==> src/rtl/c17_magic_pkg.sv <==
// Shared types for the c17 MAGIC sequencer: FSM states, cell indices
// and the fixed six-step NAND schedule (dest = NAND(a, b)).
package c17_magic_pkg;

    typedef enum logic [1:0] {
        ST_IDLE = 2'd0,
        ST_INIT = 2'd1,
        ST_EVAL = 2'd2,
        ST_DONE = 2'd3
    } state_t;

    localparam int N_CELLS = 11;
    localparam int N_STEPS = 6;
    localparam logic [2:0] LAST_STEP = 3'd5;

    localparam logic [3:0] C_G1  = 4'd0;
    localparam logic [3:0] C_G2  = 4'd1;
    localparam logic [3:0] C_G3  = 4'd2;
    localparam logic [3:0] C_G6  = 4'd3;
    localparam logic [3:0] C_G7  = 4'd4;
    localparam logic [3:0] C_G10 = 4'd5;
    localparam logic [3:0] C_G11 = 4'd6;
    localparam logic [3:0] C_G16 = 4'd7;
    localparam logic [3:0] C_G19 = 4'd8;
    localparam logic [3:0] C_G22 = 4'd9;
    localparam logic [3:0] C_G23 = 4'd10;

    typedef struct packed {
        logic [3:0] dest;
        logic [3:0] a;
        logic [3:0] b;
    } sched_t;

    // Leftmost entry is step 5, rightmost is step 0.
    localparam sched_t [N_STEPS-1:0] SCHED = {
        sched_t'{dest: C_G23, a: C_G16, b: C_G19},
        sched_t'{dest: C_G22, a: C_G10, b: C_G16},
        sched_t'{dest: C_G19, a: C_G11, b: C_G7},
        sched_t'{dest: C_G16, a: C_G2,  b: C_G11},
        sched_t'{dest: C_G11, a: C_G3,  b: C_G6},
        sched_t'{dest: C_G10, a: C_G1,  b: C_G3}
    };

endpackage

==> src/rtl/c17_magic_cells.sv <==
// 11-bit cell array: bulk load of inputs, one write port, two read ports.
// Ports: clk, rst_n, load/load_data, we/waddr/wdata, raddr_a/b, rdata_a/b, cells.
module c17_magic_cells
    import c17_magic_pkg::*;
(
    input  logic               clk,
    input  logic               rst_n,
    input  logic               load,
    input  logic [4:0]         load_data,
    input  logic               we,
    input  logic [3:0]         waddr,
    input  logic               wdata,
    input  logic [3:0]         raddr_a,
    input  logic [3:0]         raddr_b,
    output logic               rdata_a,
    output logic               rdata_b,
    output logic [N_CELLS-1:0] cells
);

    logic [N_CELLS-1:0] cells_q;

    always_ff @(posedge clk or negedge rst_n) begin
        if (!rst_n) begin
            cells_q <= '0;
        end else if (load) begin
            // Inputs in cells 0..4, every gate output starts cleared.
            cells_q <= {{(N_CELLS-5){1'b0}}, load_data};
        end else if (we) begin
            cells_q[waddr] <= wdata;
        end
    end

    assign rdata_a = cells_q[raddr_a];
    assign rdata_b = cells_q[raddr_b];
    assign cells   = cells_q;

endmodule

==> src/rtl/c17_magic_sequencer.sv <==
// Evaluates ISCAS c17 as a MAGIC-style NAND schedule, one cell write per cycle.
// Ports: clk, rst_n, in_valid/in_ready/in_data, out_valid/out_ready/out_data, busy, step.
module c17_magic_sequencer
    import c17_magic_pkg::*;
#(
    parameter int INIT_EN = 1
) (
    input  logic       clk,
    input  logic       rst_n,
    input  logic       in_valid,
    output logic       in_ready,
    input  logic [4:0] in_data,
    output logic       out_valid,
    input  logic       out_ready,
    output logic [1:0] out_data,
    output logic       busy,
    output logic [2:0] step
);

    localparam bit USE_INIT = (INIT_EN != 0);

    state_t             state;
    logic [2:0]         step_q;
    sched_t             ent;
    logic [N_CELLS-1:0] cells;
    logic               rd_a;
    logic               rd_b;
    logic               nand_ab;
    logic               accept;
    logic               in_init;
    logic               in_eval;
    logic               wr_bit;

    assign in_init = (state == ST_INIT);
    assign in_eval = (state == ST_EVAL);
    assign accept  = (state == ST_IDLE) && in_valid;
    assign ent     = SCHED[step_q];
    assign nand_ab = ~(rd_a & rd_b);

    // With initialise enabled the output cell was preset to 1, so the
    // evaluation can only pull it low, as a MAGIC NOR/NAND cell would.
    always_comb begin
        wr_bit = nand_ab;
        if (in_init) begin
            wr_bit = 1'b1;
        end else if (USE_INIT) begin
            wr_bit = cells[ent.dest] & nand_ab;
        end
    end

    c17_magic_cells u_cells (
        .clk       (clk),
        .rst_n     (rst_n),
        .load      (accept),
        .load_data (in_data),
        .we        (in_init | in_eval),
        .waddr     (ent.dest),
        .wdata     (wr_bit),
        .raddr_a   (ent.a),
        .raddr_b   (ent.b),
        .rdata_a   (rd_a),
        .rdata_b   (rd_b),
        .cells     (cells)
    );

    always_ff @(posedge clk or negedge rst_n) begin
        if (!rst_n) begin
            state  <= ST_IDLE;
            step_q <= '0;
        end else begin
            unique case (state)
                ST_IDLE: begin
                    if (in_valid) begin
                        step_q <= '0;
                        state  <= USE_INIT ? ST_INIT : ST_EVAL;
                    end
                end
                ST_INIT: begin
                    state <= ST_EVAL;
                end
                ST_EVAL: begin
                    if (step_q == LAST_STEP) begin
                        state <= ST_DONE;
                    end else begin
                        step_q <= step_q + 3'd1;
                        state  <= USE_INIT ? ST_INIT : ST_EVAL;
                    end
                end
                ST_DONE: begin
                    if (out_ready) begin
                        state <= ST_IDLE;
                    end
                end
                default: begin
                    state <= ST_IDLE;
                end
            endcase
        end
    end

    assign in_ready  = (state == ST_IDLE);
    assign busy      = in_init | in_eval;
    assign step      = busy ? step_q : 3'd0;
    assign out_valid = (state == ST_DONE);
    assign out_data  = out_valid ? {cells[C_G23], cells[C_G22]} : 2'b00;

endmodule

==> config.mk <==
export PLATFORM = sky130hd
export DESIGN_NAME = c17_magic_sequencer
export DESIGN_NICKNAME = d
export VERILOG_FILES = /design/src/rtl/c17_magic_pkg.sv /design/src/rtl/c17_magic_cells.sv /design/src/rtl/c17_magic_sequencer.sv
export SDC_FILE = /design/constraint.sdc
export NUM_CORES = 1
export LEC_CHECK = 0
export BUFFER_PORTS_ARGS = -buffer_cell sky130_fd_sc_hd__buf_2
export CELL_PAD_IN_SITES_DETAIL_PLACEMENT = 2
export CELL_PAD_IN_SITES_GLOBAL_PLACEMENT = 2
export CORE_MARGIN = 1
export CORE_UTILIZATION = 32
export DETAILED_ROUTE_END_ITERATION = 7
export PLACE_DENSITY = 0.72
export SLEW_MARGIN = 10
export SYNTH_ARGS = -nofsm -noshare
export SYNTH_HDL_FRONTEND = slang
export SYNTH_SLANG_ARGS = --single-unit
==> constraint.sdc <==
create_clock -name clk -period 2.4 [get_ports clk]
set_clock_uncertainty 0.2 [all_clocks]
set_input_delay 0.36 -clock clk [delete_from_list [all_inputs] [get_ports clk]]
set_output_delay 0.36 -clock clk [all_outputs]
set_load 0.02 [all_outputs]
==> flow_summary.toml, run 1 <==
[detailed_routing]
vias = 1354
wl_per_cell_um = 24.3
via_per_inst = 5.74
wl_met3_um = 220
antenna_violating_nets_post_route = 0
routed.top_layer = "met4"
drc = 0
dr.pass1.iters = 4
dr.first_iter.drc_count = 80
met1_length_um = 2340
totalWireLength_um = 5730
met2_length_um = 3030

[final_layout]
antenna_cells = 0
multi_input_area_um2 = 940
layout_commonest_cell = "buf_4"
finish.net_count = 207
register_area_um2 = 402
fin_area_mm2 = 0.00190
fill_cells = 424
drive_above_1_share_pct = 48.9
syn_to_final_growth_pct = 49.5
layout_common_cells = "buf_4, buf_2, dfrtp_1, nor2_1, o21ai_0"

[sta]
worst_pin_slew_ns = 0.520
final_hold_viol_count = 0
timing.final.crit_period_ns = 2.46
worst_slack_ns = -0.0586
max_freq_mhz = 407
period_share_pct = 102
grt_setup_unrepaired = "yes"
final_max_slew_viol_count = 0
finalSetupViolCount = 11
relSlewSlack_pct = 64.9
tns_ns = -0.448

[outcome]
status = "finished, violations left"
violations = "setup timing"

[place]
dp_hpwl_um = 3580
placement.cell_area_mm2 = 0.00160
portBuffers = 16
place_congestion = 0.935

[clocking]
cts_max_level = 1
insertion_delay_ns = 0.26
cts_root_buf = "clkbuf_8"
cts.path.max_buffers = 2
clk_pin_slew_ns = 0.08
cts_tree = "yes"
cts_buffers = 3
cts_sinks = 16

[global_route]
grt_pass1_vias = 1545
grt_start_max_net_pins = 17
grt_pass1_wl_um = 8850
antenna_found_initial = 0
grt_util_all_layers_pct = 29.0
grt_overflow = 0

[critical_path]
arrival_ns = 2.45
start_kind = "flop"
crit_required_ns = 2.39
crit_path_max_fanout = 5
cp-end-kind = "flop"
crit_type = "reg2reg"

[yosys]
synth_edf_count = 0
syn_area_per_cell_um2 = 9.35
synth_cell_type_count = 39
synth_seq_cells = 16
syn_area_mm2 = 0.00127
async_reset_ff_share_pct = 100
synth_cells = 136
synth_fp_nets = 154
ys.flop_type = "dfrtp_1"
yosysSeqAreaShare_pct = 31.5
yosys_warnings = 0

[run]
drv_cap = 0

[die]
fp.coreArea_mm2 = 0.00374
io_pins = 17
initial_core_util_pct = 34.0
die-height_um = 65.0
die_w_um = 65.0
die_area_mm2 = 0.00423
num_rows = 22

[power]
vdd_drop_max_uv = 674
p_per_area_mw_per_mm2 = 1830
leakage_nw = 0.843

[worst_hold_path]
hp-class = "in2reg"
==> stage by stage <==
stage	utilization [%]	setup slack, ns	instances	power, mW	hold WS (ns)
4_1_cts	48.4	-0.0566	235	3.19	0.219
5_1_grt	50.8	-0.148	236	3.64	0.243
6_report	50.8	-0.0586	236	3.47	0.220
2_1_floorplan	-	0.0141	136	1.62	-0.136
3_3_place_gp	42.7	-0.0698	225	2.35	0.0970
3_5_place_dp	42.7	-0.175	225	2.45	0.109
==> flip-flops by register name, summed over array words and instances, names as in the netlist <==
signal and cells:
state 2, step_q 3, u_cells.cells 11
==> power breakdown <==
| group | switching, mW | internal (mW) | total [mW] |
|---|---|---|---|
| clock | 0.116 | 0.146 | 0.262 |
| combinational | 1.44 | 1.25 | 2.69 |
| sequential | 0.130 | 0.388 | 0.518 |
==> metal layers <==
metal | vias up | global-route usage [%]
met5 | - | 0
met1 | 692 | 35.7
met4 | 0 | 12.2
met2 | 42 | 51.2
met3 | 13 | 2.64
li1 | 607 | -
==> area by class of cell <==
type	instances	share of cell area (%)
clock buffer	4	2.90
inverter	8	1.58
multi-input combinational	107	49.4
sequential	16	21.1
tap	48	3.16
timing repair buffer	53	21.8
==> Yosys cell counts (all sizes together) (2+ instances only) <==
library cell  instances  share of area [%]
nor2                 12                3.5
a21oi                13                5.4
and3                  4                2.3
dfrtp                16                 31
a31oi                 2               0.98
ha                    9                8.9
nand2                 8                2.4
mux2i                 7                5.5
o22ai                 3                1.5
buf                   2                1.8
nand2b                2               0.98
a211o                 2                1.4
a211oi                4                2.4
nor2b                 5                2.5
and2                  5                2.5
o21ai                11                4.3
o21bai                2                1.2
o221ai                3                2.6
mux4                  2                4.1
clkbuf                2                1.4
inv                   8                2.4
==> final timing paths <==
check | end | depth (start not counted) | start | slack (ns)
max | u_cells.cells[10]$_DFFE_PN0P_ | 8 | step_q[1]$_DFFE_PN0P_ | -0.06
min | u_cells.cells[4]$_DFFE_PN0P_ | 3 | in_data[4] | 0.22
max reg2reg | u_cells.cells[10]$_DFFE_PN0P_ | 8 | step_q[1]$_DFFE_PN0P_ | -0.06
min reg2reg | state[1]$_DFFE_PN0P_ | 1 | state[1]$_DFFE_PN0P_ | 0.35
max in group asynchronous | step_q[0]$_DFFE_PN0P_ | 2 | rst_n | 1.34
min in group asynchronous | u_cells.cells[8]$_DFFE_PN0P_ | 2 | rst_n | 0.35
==> kinds of logic after synthesis <==
group	after synthesis	share of synthesized area [%]
flops	16	31.5
compound gates	46	25.6
fa+ha+maj	9	8.86
simple gates	42	17.2
buf+inv	13	6.30
mux	10	10.5
==> worst max-delay path: stages (launching register included) <==
cell and delay, ns:
dfrtp_1 0.41, inv_2 0.09, ha_4 0.15, mux4_2 0.50, mux2_4 0.29, o221ai_4 0.22
a41oi_4 0.19, clkbuf_16 0.21, a21oi_4 0.11
==> what timing repair did <==
| item | in CTS | in global routing |
|---|---|---|
| hold buffers | 1 | 0 |
| setup buffers | 4 | 2 |
| pin swaps | 5 | 4 |
| resized for setup | 26 | 15 |
| hold endpoints to repair | 16 | 0 |
| gates cloned | 1 | 0 |
| endpoints found under the setup margin | 11 | 11 |
(Power assumes the default switching activity.)
==> inputs of run 2 (changes only) <==
--- a/config.mk
+++ b/config.mk
@@ -5,13 +5,13 @@
 export SDC_FILE = /design/constraint.sdc
 export NUM_CORES = 1
 export LEC_CHECK = 0
-export BUFFER_PORTS_ARGS = -buffer_cell sky130_fd_sc_hd__buf_2
 export CELL_PAD_IN_SITES_DETAIL_PLACEMENT = 2
 export CELL_PAD_IN_SITES_GLOBAL_PLACEMENT = 2
 export CORE_MARGIN = 1
-export CORE_UTILIZATION = 32
+export CORE_UTILIZATION = 35
 export DETAILED_ROUTE_END_ITERATION = 7
-export PLACE_DENSITY = 0.72
+export DONT_BUFFER_PORTS = 1
+export PLACE_DENSITY = 0.71
 export SLEW_MARGIN = 10
 export SYNTH_ARGS = -nofsm -noshare
 export SYNTH_HDL_FRONTEND = slang
==> run 2 against run 1 <==
Compared with the run above: the run still ends with setup timing left; global-route usage increased by 1.2 points; first-iteration DRC count decreased by 34%; hold slack got worse by 0.14 ns; routed wire length about the same.
==> flow_summary.toml, run 2 (synthesis gave the netlist of run 1 again) <==
[detailed_routing]
dr.pass1.iters = 5
routed.top_layer = "met4"
met2_length_um = 2980
drc = 0
totalWireLength_um = 5730
via_per_inst = 5.93
met1_length_um = 2320
dr.first_iter.drc_count = 53
wl_met3_um = 210
wl_per_cell_um = 26.3
antenna_violating_nets_post_route = 0
vias = 1292

[place]
dp_hpwl_um = 3640
portBuffers = 0
placement.cell_area_mm2 = 0.00151
place_congestion = 0.941

[outcome]
violations = "setup timing"
status = "finished, violations left"

[critical_path]
crit_required_ns = 2.44
cp-end-kind = "flop"
crit_path_max_fanout = 3
start_kind = "flop"
crit_type = "reg2reg"
arrival_ns = 2.56

[final_layout]
drive_above_1_share_pct = 43.0
syn_to_final_growth_pct = 40.4
finish.net_count = 191
layout_commonest_cell = "buf_4"
layout_common_cells = "buf_4, dfrtp_1, nor2_1, o21ai_0, nand2_1"
fin_area_mm2 = 0.00178
largest_register_ffs = 11
antenna_cells = 0

[sta]
period_share_pct = 105
final_max_slew_viol_count = 0
final_hold_viol_count = 0
grt_setup_unrepaired = "yes"
timing.final.crit_period_ns = 2.52
relSlewSlack_pct = 48.0
tns_ns = -0.845
worst_pin_slew_ns = 0.778
worst_slack_ns = -0.118
max_freq_mhz = 397
finalSetupViolCount = 11

[worst_hold_path]
hp-class = "in2reg"

[die]
num_rows = 21
die_w_um = 62.3
io_pins = 17
die-height_um = 62.3
fp.coreArea_mm2 = 0.00342
die_area_mm2 = 0.00388
initial_core_util_pct = 37.2

[clocking]
cts.path.max_buffers = 2
cts_max_level = 1
clk_pin_slew_ns = 0.11
cts_sinks = 16
cts_root_buf = "clkbuf_4"
insertion_delay_ns = 0.31
cts_buffers = 3
cts_tree = "yes"

[global_route]
grt_util_all_layers_pct = 30.1
antenna_found_initial = 0
grt_pass1_wl_um = 8710
grt_start_max_net_pins = 17
grt_overflow = 0
grt_pass1_vias = 1494

[run]
drv_cap = 0
[run 2: changes by cell type in the layout (fill, tap and decap cells not counted), sizes merged]
cell	previous run	this run
buf	51	35
[run 2: final timing paths]
kind                       depth (start not counted)                             to  slack, ns                  start
setup / recovery                                   9   u_cells.cells[4]$_DFFE_PN0P_      -0.12  step_q[1]$_DFFE_PN0P_
hold / removal                                     2   u_cells.cells[4]$_DFFE_PN0P_       0.08             in_data[4]
setup reg to reg                                   9   u_cells.cells[4]$_DFFE_PN0P_      -0.12  step_q[1]$_DFFE_PN0P_
hold reg to reg                                    1           state[1]$_DFFE_PN0P_       0.35   state[1]$_DFFE_PN0P_
max in group asynchronous                          1          step_q[0]$_DFFE_PN0P_       1.11                  rst_n
min in group asynchronous                          1  u_cells.cells[10]$_DFFE_PN0P_       0.36                  rst_n
[run 2: critical path, stage by stage (launching register included)]
cell and delay, ns:
dfrtp_1 0.43, inv_2 0.09, ha_4 0.15, mux4_2 0.50
mux2_4 0.28, o221ai_4 0.22, buf_4 0.16, buf_4 0.10
nand4_1 0.12, a31oi_1 0.17
[run 2: final cells by class]
| type | instances | area, um^2 |
|---|---|---|
| clock buffers | 4 | 36.3 |
| repair buffers | 37 | 318 |
| inverters | 8 | 30.0 |
| fillers | 343 | 1630 |
| well taps | 46 | 57.6 |
| multi-input cells | 107 | 941 |
| flip-flops and latches | 16 | 402 |
[run 2: repair_timing]
action                                 CTS  global route
gates resized for setup                 28            11
endpoints found under the hold margin   16             0
pin swaps                                5             2
setup endpoints to repair               11            11
hold buffers                             1             0
buffers inserted                         3             3
gates cloned                             1             0
[run 2: stage by stage]
stage	cells	setup slack (ns)	utilization [%]	hold slack, ns
6_report	218	-0.118	52.2	0.0782
3_3_place_gp	206	-0.110	44.2	-0.135
3_5_place_dp	206	-0.213	44.2	-0.135
5_1_grt	218	-0.188	52.2	0.0839
2_1_floorplan	136	0.0141	-	-0.136
4_1_cts	215	-0.0707	50.0	0.0884
[run 2: routing by layer]
| metal | GRT usage, % | vias to the layer above |
|---|---|---|
| met2 | 54.5 | 40 |
| met1 | 35.9 | 662 |
| met5 | 0 | - |
| met3 | 3.68 | 20 |
| li1 | - | 570 |
| met4 | 12.2 | 0 |
Power of run 2 is left out: the tool's default activity adds up to more than one toggle a clock period on the data nets, which glitch-free logic cannot reach.
